### config.mk
export PLATFORM = sky130hd
export DESIGN_NAME = ps2_key_ctrl
export DESIGN_NICKNAME = d
export VERILOG_FILES = /design/src/rtl/ps2_pkg.sv /design/src/rtl/ps2_timeout_cnt.sv /design/src/rtl/ps2_key_ctrl.sv
export SDC_FILE = /design/constraint.sdc
export NUM_CORES = 1
export LEC_CHECK = 0
export CAP_MARGIN = 20
export CORE_ASPECT_RATIO = 0.9
export CORE_UTILIZATION = 40
export DETAILED_ROUTE_END_ITERATION = 16
export PLACE_DENSITY = 0.73
export SLEW_MARGIN = 10
export SYNTH_ARGS = -nofsm -noshare
export SYNTH_HDL_FRONTEND = slang
export SYNTH_SLANG_ARGS = --single-unit
### constraint.sdc
create_clock -name clk -period 5.3 [get_ports clk]
set_input_delay 1.06 -clock clk [delete_from_list [all_inputs] [get_ports clk]]
set_output_delay 1.06 -clock clk [all_outputs]
set_load 0.005 [all_outputs]
### src/rtl/ps2_pkg.sv
// Shared PS/2 set-2 byte constants, controller FSM states and byte classification.
package ps2_pkg;

    localparam logic [7:0] PS2_EXT    = 8'hE0;
    localparam logic [7:0] PS2_BRK    = 8'hF0;
    localparam logic [7:0] PS2_BAT    = 8'hAA;
    localparam logic [7:0] PS2_ACK    = 8'hFA;
    localparam logic [7:0] PS2_RESEND = 8'hFE;
    localparam logic [7:0] PS2_ECHO   = 8'hEE;
    localparam logic [7:0] PS2_ERR0   = 8'h00;
    localparam logic [7:0] PS2_ERR1   = 8'hFF;

    typedef enum logic [1:0] {
        IDLE   = 2'd0,
        POP    = 2'd1,
        DECODE = 2'd2
    } state_t;

    // Keyboard status/error bytes that never form a key event.
    function automatic logic is_drop(input logic [7:0] b);
        return (b == PS2_ERR0) || (b == PS2_ERR1) || (b == PS2_BAT) ||
               (b == PS2_ACK)  || (b == PS2_RESEND) || (b == PS2_ECHO);
    endfunction

endpackage

### src/rtl/ps2_timeout_cnt.sv
// Down-counter that pulses expire_c after TIMEOUT_CYC consecutive run cycles without a clear.
module ps2_timeout_cnt #(
    parameter int unsigned TIMEOUT_CYC = 2500000
) (
    input  logic clk,
    input  logic rst,
    input  logic clr,
    input  logic run,
    output logic expire_c
);

    localparam int unsigned TW = (TIMEOUT_CYC > 2) ? $clog2(TIMEOUT_CYC) : 1;
    localparam logic [TW-1:0] LOAD = TW'(TIMEOUT_CYC - 1);

    logic [TW-1:0] rem;

    always_ff @(posedge clk) begin
        if (rst || clr) begin
            rem <= LOAD;
        end else if (run) begin
            rem <= (rem == '0) ? LOAD : rem - TW'(1);
        end
    end

    // A clear in the same cycle means a byte was fetched, so the prefix is still live.
    assign expire_c = run && !clr && (rem == '0);

endmodule

### src/rtl/ps2_key_ctrl.sv
// Drains the PS/2 scan-code FIFO and turns set-2 byte sequences into key events.
module ps2_key_ctrl #(
    parameter int unsigned CNT_W       = 8,
    parameter int unsigned TIMEOUT_CYC = 2500000
) (
    input  logic             clk,
    input  logic             rst,
    input  logic             en,
    input  logic [7:0]       ps2_data,
    input  logic             ps2_ready,
    input  logic             ps2_overflow,
    output logic             ps2_nextdata_n,
    output logic             key_valid,
    output logic [7:0]       key_code,
    output logic             key_ext,
    output logic             key_release,
    output logic             key_repeat,
    output logic             key_down,
    output logic [7:0]       held_code,
    output logic             held_ext,
    output logic [CNT_W-1:0] press_cnt,
    output logic             ovf_err,
    input  logic             clr_err
);

    import ps2_pkg::*;

    state_t     state;
    logic [7:0] byte_r;
    logic       ext_pend;
    logic       brk_pend;
    logic       fetch;
    logic       pend;
    logic       tmo_expire_c;
    logic       held_match;

    assign fetch      = (state == IDLE) && en && ps2_ready;
    assign pend       = ext_pend || brk_pend;
    assign held_match = key_down && (held_code == byte_r) && (held_ext == ext_pend);

    // Pop strobe is a pure decode of the state register: low only during POP.
    assign ps2_nextdata_n = (state != POP);

    ps2_timeout_cnt #(
        .TIMEOUT_CYC (TIMEOUT_CYC)
    ) u_tmo (
        .clk      (clk),
        .rst      (rst),
        .clr      (fetch || !pend),
        .run      (pend),
        .expire_c (tmo_expire_c)
    );

    always_ff @(posedge clk) begin
        if (rst) begin
            state       <= IDLE;
            byte_r      <= 8'h00;
            ext_pend    <= 1'b0;
            brk_pend    <= 1'b0;
            key_valid   <= 1'b0;
            key_code    <= 8'h00;
            key_ext     <= 1'b0;
            key_release <= 1'b0;
            key_repeat  <= 1'b0;
            key_down    <= 1'b0;
            held_code   <= 8'h00;
            held_ext    <= 1'b0;
            press_cnt   <= '0;
            ovf_err     <= 1'b0;
        end else begin
            key_valid <= 1'b0;

            if (ps2_overflow) begin
                ovf_err <= 1'b1;
            end else if (clr_err) begin
                ovf_err <= 1'b0;
            end

            if (tmo_expire_c) begin
                ext_pend <= 1'b0;
                brk_pend <= 1'b0;
            end

            case (state)
                IDLE: begin
                    if (fetch) begin
                        byte_r <= ps2_data;
                        state  <= POP;
                    end
                end
                POP: begin
                    state <= DECODE;
                end
                DECODE: begin
                    state <= IDLE;
                    if (byte_r == PS2_EXT) begin
                        ext_pend <= 1'b1;
                    end else if (byte_r == PS2_BRK) begin
                        brk_pend <= 1'b1;
                    end else begin
                        ext_pend <= 1'b0;
                        brk_pend <= 1'b0;
                        if (!is_drop(byte_r)) begin
                            key_valid   <= 1'b1;
                            key_code    <= byte_r;
                            key_ext     <= ext_pend;
                            key_release <= brk_pend;
                            if (brk_pend) begin
                                key_repeat <= 1'b0;
                                if (held_match) begin
                                    key_down <= 1'b0;
                                end
                            end else if (held_match) begin
                                key_repeat <= 1'b1;
                            end else begin
                                key_repeat <= 1'b0;
                                press_cnt  <= press_cnt + CNT_W'(1);
                                held_code  <= byte_r;
                                held_ext   <= ext_pend;
                                key_down   <= 1'b1;
                            end
                        end
                    end
                end
                default: begin
                    state <= IDLE;
                end
            endcase
        end
    end

endmodule

==> results.json <==
{
  "pwr_density_cell_nw_per_um2": 264,
  "leakagePower_nw": 1.32,
  "grt_use_total": 0.175,
  "layout.nets": 387,
  "crit_required_ns": 5.51,
  "r2r_start": "byte_r[3]$_SDFFE_PP0P_",
  "place_ws_ns": 2.26,
  "crit_slowest_cell": "nor3_1",
  "io_pins": 46,
  "fin_skew_ns": 0.00993,
  "hpwlAfterDp_um": 4340,
  "synth-seq-cells": 65,
  "max_freq_mhz": 374,
  "critPathMaxFanout": 14,
  "status": "finished, final reports clean",
  "ys.flop_type": "dfxtp_1",
  "clkSinkCount": 65,
  "crit_type": "input port to register",
  "max_stage_delay_ns": 0.67,
  "regArea_um2": 1300,
  "arrival_ns": 2.88,
  "initialDrtViolationCount": 105,
  "timing.final.ws_setup_ns": 2.62,
  "syn_to_final_growth_pct": 23.6,
  "synth_cell_types": 40,
  "cts_tree": "done",
  "rsz0062_at_grt": "false",
  "die_h_um": 83.0,
  "cts_buffer_depth": 2,
  "die_width_um": 92.0,
  "netlist_instances": 331,
  "cp_cell_sequence": "clkdlybuf4s50_1 > nor3_1 > o31a_1 > nand2_1",
  "design_area_um2": 3610,
  "critPathLaunch": "rst",
  "netlist_area_um2": 2920,
  "port_buffers": 45,
  "max-slew-margin-rel": 0.544,
  "drc": 0,
  "gr-total-overflow": 0,
  "wl_per_cell_um": 13.4,
  "htreeDepth": 3,
  "slew_violations": 0,
  "wl_um": 6240,
  "fin_cells": 465,
  "cts_buffers": 9,
  "min_path_type": "register to register",
  "cts.clk_slew.worst_paths_ns": 0.07,
  "via_per_inst": 5.24,
  "grt_pass1_vias": 2329,
  "syn_avg_cell_area_um2": 8.82,
  "post-route-period-util": 0.505,
  "vdd_drop_max_uv": 118,
  "layout_min_cycle_time_ns": 2.68,
  "synthArstFlopShare": 0,
  "grt_pass1_wl_um": 10800,
  "synth_edf_count": 0,
  "hold_start": "u_tmo.rem[0]$_SDFFE_PP1N_",
  "ff2ff_setup_slack_ns": 2.71,
  "dpl_cell_area_um2": 3420,
  "setup_viol": 0,
  "dieArea_um2": 7640,
  "cap_violations": 0,
  "seq_area_frac_synth": 0.446,
  "tightestPinTransition_ns": 0.679,
  "start_util": 0.415,
  "fp-row-count": 29,
  "final_layout_size_suffix_gt1_frac": 0.0941,
  "insertion_delay_ns": 0.33,
  "drt_first_pass_iters": 4,
  "dp.cells": 451,
  "cts_hold_buffers": 0,
  "grt_max_degree": 36,
  "cts_root_buffer": "clkbuf_8",
  "cp_num_buf_inv": 1,
  "synth_nets": 349,
  "core_area_um2": 7040,
  "fin_setup_tns_ns": 0,
  "fill_cells": 663,
  "antenna_found_initial": 0,
  "multiInputGateArea_um2": 1470,
  "num_vias": 2436,
  "ctsResizeCount": 0,
  "antenna_left": 0,
  "postCtsSetupRepairBufs": 0,
  "cp-end-kind": "register",
  "antenna_cells": 0,
  "ys.warnings.count": 0,
  "finalHoldViolCount": 0,
  "routabilityCongestion": 0.796,
  "finish.utilization": 0.512,
  "crit_path_start_kind": "input port",
  "crit_family": "simple AND/OR/NAND/NOR gates"
}
[power by group]
part           internal, mW  switching (mW)  total, mW
sequential            0.493         0.00879      0.502
combinational        0.0232          0.0231     0.0463
clock                 0.222           0.181      0.403
total                 0.739           0.213      0.951
[cells in the mapped netlist, types with 3 or more instances]
cell | count | area (um2)
nor2b_1 | 3 | 18.8
o31ai_1 | 9 | 67.6
dfxtp_1 | 65 | 1300
mux2i_1 | 11 | 110
nor2_1 | 34 | 128
a21oi_1 | 18 | 90.1
nand2_1 | 30 | 113
nand3_1 | 7 | 35.0
inv_1 | 18 | 67.6
a31o_2 | 8 | 70.1
clkbuf_1 | 17 | 63.8
or3_1 | 4 | 25.0
or2_2 | 3 | 18.8
o211ai_1 | 3 | 22.5
nor3_1 | 8 | 40.0
or4_1 | 6 | 45.0
nor4_1 | 20 | 125
ha_1 | 4 | 50.1
xnor2_1 | 14 | 123
nand4_1 | 4 | 25.0
xor2_1 | 13 | 114
nand2b_1 | 3 | 18.8
buf_2 | 4 | 20.0
[flip-flops by register name (all words and copies together) (netlist names)]
signal       count
key_valid        1
byte_r           8
state            2
key_ext          1
key_repeat       1
press_cnt        8
key_code         8
key_release      1
held_code        8
brk_pend         1
u_tmo.rem       22
ovf_err          1
ext_pend         1
key_down         1
held_ext         1
[worst reg2reg max path: stages, from the launching register on]
cell	delay, ns
dfxtp_1	0.52
xor2_1	0.12
nor4_1	0.35
nand4_1	0.18
ha_1	0.23
inv_1	0.37
or2_2	0.36
mux2_2	0.36
[cells by family after synthesis]
kind of cell | after synthesis | share of synthesized area
compound gates | 53 | 0.127
xor+xnor | 27 | 0.0810
fa+ha+maj | 4 | 0.0172
buf+inv | 39 | 0.0519
flops | 65 | 0.446
mux | 12 | 0.0416
simple gates | 131 | 0.235
[placed cells by master, fill, tap and decap left out, types with 6 or more instances in the layout]
cell and instances:
xnor2_1 14, dfxtp_1 65, clkdlybuf4s50_1 45, nor2_1 34
a31o_2 8, nand3_1 7, mux2i_1 11, nor4_1 20
clkbuf_8 10, a21oi_1 18, xor2_1 13, o31ai_1 9
nor3_1 8, nand2_1 30, inv_1 18, or4_1 6
[routing by layer]
layer  GRT usage  part of all wire
met1       0.229              0.49
met2       0.268              0.45
met3      0.0614             0.047
met4      0.0639             0.015
met5           0                 0
[final timing paths]
path                            depth (start not counted)                   endpoint
worst max-delay path                                    4  u_tmo.rem[2]$_SDFFE_PP1N_
worst min-delay path                                    1  u_tmo.rem[0]$_SDFFE_PP1N_
worst max register to register                          7  press_cnt[0]$_SDFFE_PP0P_
worst min register to register                          1  u_tmo.rem[0]$_SDFFE_PP1N_
[final cells by class]
cell class	instances	share of cell area
Multi-Input combinational cell	227	0.406
Tap cell	93	0.0323
Clock buffer	10	0.0382
Sequential cell	65	0.361
Timing Repair Buffer	48	0.131
Clock inverter	4	0.0125
Inverter	18	0.0187
[per-stage QoR]
step	hold slack [ns]	power (mW)
finish	0.421	0.951
global route	0.440	0.990
floorplan	0.385	0.539
global placement	0.399	0.559
detailed placement	0.402	0.560
CTS	0.419	0.963
No activity file was read; power rests on OpenSTA's default activity.
==> patch 1 (same settings) <==
Reset style: asynchronous (`rst`), changed in one clocked block.
--- a/src/rtl/ps2_key_ctrl.sv
+++ b/src/rtl/ps2_key_ctrl.sv
@@ -52,5 +52,5 @@
     );
 
-    always_ff @(posedge clk) begin
+    always_ff @(posedge clk or posedge rst) begin
         if (rst) begin
             state       <= IDLE;
Function: differs if rst is asserted again (counterexample within 4 cycles, from zero or initial values and one cycle with rst high); with rst held inactive, the same outputs for 10 cycles.
==> patch 1 against the original RTL <==
- non-clock buffer count unchanged
- first-iteration DRC count up 85%
- die area up 3.7%
- via count down 7.2%
- final area up 5.1%
- synthesized area up 3.8%
- worst setup slack worse by 62 ps
- wire length down 1.0%
- sequential cell count unchanged
Power is not compared: it rests on default switching activity, and its combinational part moved more than twofold at a synthesized area within 25%.
==> patch 1: results <==
[worst_setup_path]
r2r_end = key_code[5]
crit_arrival_ps = 2930
crit_path_end = u_tmo.rem[1]
slowest_delay_ps = 520
cp_max_fo = 12
r2r_cells = 5
r2r_setup_slack_ps = 2610
crit_path_start = ps2_ready
r2r-start = byte_r[2]
worst_path_max_delay_cell = or3_1

[place]
hpwl_microns = 4342
port_buffers = 45
gp_congestion = 0.8586

[sta]
timing.setup.tns_ps = 0
slew_headroom_pct = 43.39
skew_ps = 8.851

[cts]
post_cts_buffers = 0
cts_root_buf = clkbuf_8
cts_max_path_buffers = 2
cts_buffers = 9
h-tree-depth = 3
insertion_delay_ps = 350
clk_transition_reported_paths_ps = 80
post_cts_resized = 0

[layout]
diodes = 0
drive_gt1_share_pct = 12.31
largest_register_ff_count = 22
top_register = u_tmo.rem
fillers = 656
nets = 346

[synth]
async_reset_ff_share_pct = 66.15
synth_cell_types = 42
ys_seq_area_share_pct = 50.08
ys_warn_count = 0
synth_fp_nets = 304
synthTopCellsByArea = dfrtp_1 (36%), dfxtp_1 (15%), mux2_2 (6.3%)
synth_common_cells = dfrtp_1 (43), nor2_1 (23), dfxtp_1 (22)

[grt]
grt_util_all_layers_pct = 17.01
grt_first_pass_wirelength_microns = 10210
grt_pass1_vias = 2096
antenna_found_initial = 0
grt_max_degree = 44

[routing]
wl_per_cell_microns = 14.50
dr_total_vias = 2260
first_pass_iters = 4
first_iter_violations = 194

[min_path]
worst_hold_startpoint = press_cnt[7]
hold_path.class = reg2reg
hold_depth = 1
hold_path_end = press_cnt[7]

[pwr]
ir_worst_vdd_mv = 0.2818
power_density_nw_per_um2 = 449.7
power_frac_clock_pct = 32.5
swShare_pct = 27.06
seqPwrFrac_pct = 42.6
power.leakage_nw = 1.499

[status]
status = complete, no violations
-- patch 1: worst max-delay path: cells and delay by family --
family / cells / cell delay (ps)
AOI/OAI and AO/OA: 2 / 640
buffers and inverters: 2 / 590
and+or+nand+nor: 3 / 630
-- patch 1: stage by stage --
| step | std cells | utilization [%] | area (sq um) | hold WS (ps) | worst slack (ps) |
|---|---|---|---|---|---|
| floorplan | 286 | - | 3028 | 449.3 | 2988 |
| global placement | 410 | 49.02 | 3522 | 460.8 | 2254 |
| detailed placement | 410 | 49.02 | 3522 | 469.1 | 2156 |
| CTS | 426 | 52.73 | 3789 | 481.6 | 2563 |
| global route | 426 | 52.73 | 3789 | 503.6 | 2358 |
| finish | 426 | 52.73 | 3789 | 475.6 | 2562 |
-- patch 1: area by class of cell --
cell class | instances | area share (%)
clock buffer | 9 | 3.269
clock inverter | 7 | 3.765
inverter | 8 | 0.7926
multi-input combinational | 196 | 36.59
sequential | 65 | 40.03
tap | 93 | 3.071
timing repair buffer | 48 | 12.48
-- patch 1: cell families (layout without fill, tap and decap cells) --
group,Yosys count,count (layout),share of synthesized area (%)
adders and majority gates,4,4,1.653
DFF,65,65,50.08
muxes,29,29,10.79
xor gates and xnor gates,28,28,8.099
AOI/OAI and AO/OA,32,32,6.240
buffers and inverters,25,72,4.132
and+or+nand+nor,103,103,19.01
-- patch 1: layer usage --
layer	GRT usage (%)	routed length, microns	vias to the layer above	share of wire (%)
met3	5.163	280	10	4.5
met5	0	0	-	0
met4	7.413	127	0	2.1
met1	23.17	2932	1090	47
li1	-	-	1101	-
met2	24.95	2836	59	46
==> patch 2 (config.mk and constraints unchanged) <==
Without the edit above. Change the parameter `CNT_W` from 8 to 6.
--- a/src/rtl/ps2_key_ctrl.sv
+++ b/src/rtl/ps2_key_ctrl.sv
@@ -1,5 +1,5 @@
 // Drains the PS/2 scan-code FIFO and turns set-2 byte sequences into key events.
 module ps2_key_ctrl #(
-    parameter int unsigned CNT_W       = 8,
+    parameter int unsigned CNT_W       = 6,
     parameter int unsigned TIMEOUT_CYC = 2500000
 ) (
Ports: changed (resized press_cnt); port bits go from 46 to 44. No check against the original RTL was run, so the function may have changed too.
==> patch 2 against the original RTL <==
- final area down 4.4%
- synthesized area down 3.3%
- global-route usage down 0.15 points
- sequential cell count down 2
- wire length down 2.5%
- worst setup slack worse by 110 ps
- total power down 6.6%
- critical path depth up 1
- critical path type unchanged
- largest cell class unchanged
==> patch 2: results <==
[grt]
grt_pass1_vias = 2076
antenna_found_initial = 0
grt_first_pass_wirelength_microns = 10010
grt_util_all_layers_pct = 17.40
grt_max_degree = 46

[worst_setup_path]
r2r_setup_slack_ps = 3020
r2r_cells = 7
cp_max_fo = 11
slowest_delay_ps = 530
worst_path_max_delay_cell = nor2_1
crit_arrival_ps = 2970
r2r_end = press_cnt[5]

[layout]
fillers = 597
nets = 379
drive_gt1_share_pct = 7.923

[synth]
synth-xor-area-share_pct = 8.075
ys_seq_area_share_pct = 44.72
synth-compound-area-share_pct = 11.27
synth_common_cells = dfxtp_1 (63), nor2_1 (38), nand2_1 (30)
yosys.area_share.adder_pct = 1.775
synth_mux_area_share_pct = 4.348
synth_fp_nets = 345
synth_cell_types = 43
synthTopCellsByArea = dfxtp_1 (45%), nor2_1 (5.1%), a21oi_1 (4.8%)
async_reset_ff_share_pct = 0

[routing]
first_iter_violations = 188
first_pass_iters = 4
via_per_inst = 5.186
wl_per_cell_microns = 13.34

[place]
port_buffers = 43
hpwl_microns = 4186
post-place-ws_ps = 2223
gp_congestion = 0.7973

[cts]
post_cts_buffers = 0
post_cts_resized = 0
insertion_delay_ps = 350
clk_transition_reported_paths_ps = 70

[sta]
skew_ps = 11.62
tightest_slew_ps = 825.5

[status]
status = complete, no violations

[pwr]
power.leakage_nw = 1.292
ir_worst_vdd_mv = 0.1860

[min_path]
hold_depth = 1
hold_path_end = u_tmo.rem[0]
[patch 2: layer usage]
metal / GRT usage, % / vias to the layer above / wire [microns]
met4: 8.065 / 0 / 81
met1: 23.41 / 1097 / 3053
li1: - / 1201 / -
met3: 5.648 / 8 / 383
met2: 25.30 / 59 / 2565
met5: 0 / - / 0
[patch 2: worst max-delay path by stage]
stage | startpoint | to | slack (ps) | depth (start not counted)
3_5_place_dp | ps2_ready | u_tmo.rem[13] | 2220 | 5
4_1_cts | ps2_ready | u_tmo.rem[13] | 2560 | 5
5_1_grt | ps2_ready | u_tmo.rem[13] | 2330 | 5
3_3_place_gp | ps2_ready | u_tmo.rem[13] | 2300 | 5
6_report | ps2_ready | u_tmo.rem[13] | 2510 | 5
2_1_floorplan | ps2_ready | u_tmo.rem[3] | 3050 | 6
[patch 2: power breakdown]
group	internal, W	leakage (nW)	switching, W
sequential	0.000478	0.509	0.00000956
combinational	0.0000225	0.705	0.0000238
clock	0.000167	0.0781	0.000188
total	0.000668	1.29	0.000221
[patch 2: stage by stage]
step                      area (sq um)  utilization, %  instances  hold WS, ps
final                             3447           51.51        456        438.6
after global routing              3447           51.51        456        460.8
after CTS                         3440           51.40        455        443.0
after detailed placement          3274           48.93        439        425.8
after global placement            3274           48.93        439        393.1
after floorplan                   2820               -        327        378.9
[patch 2: layout make-up]
| cell class | instances | area, sq um | share of cell area [%] |
|---|---|---|---|
| Clock buffer | 10 | 127.6 | 3.702 |
| Clock inverter | 6 | 37.54 | 1.089 |
| Inverter | 5 | 18.77 | 0.5445 |
| Multi-Input combinational cell | 236 | 1436 | 41.67 |
| Sequential cell | 63 | 1261 | 36.59 |
| Tap cell | 90 | 112.6 | 3.267 |
| Timing Repair Buffer | 46 | 452.9 | 13.14 |
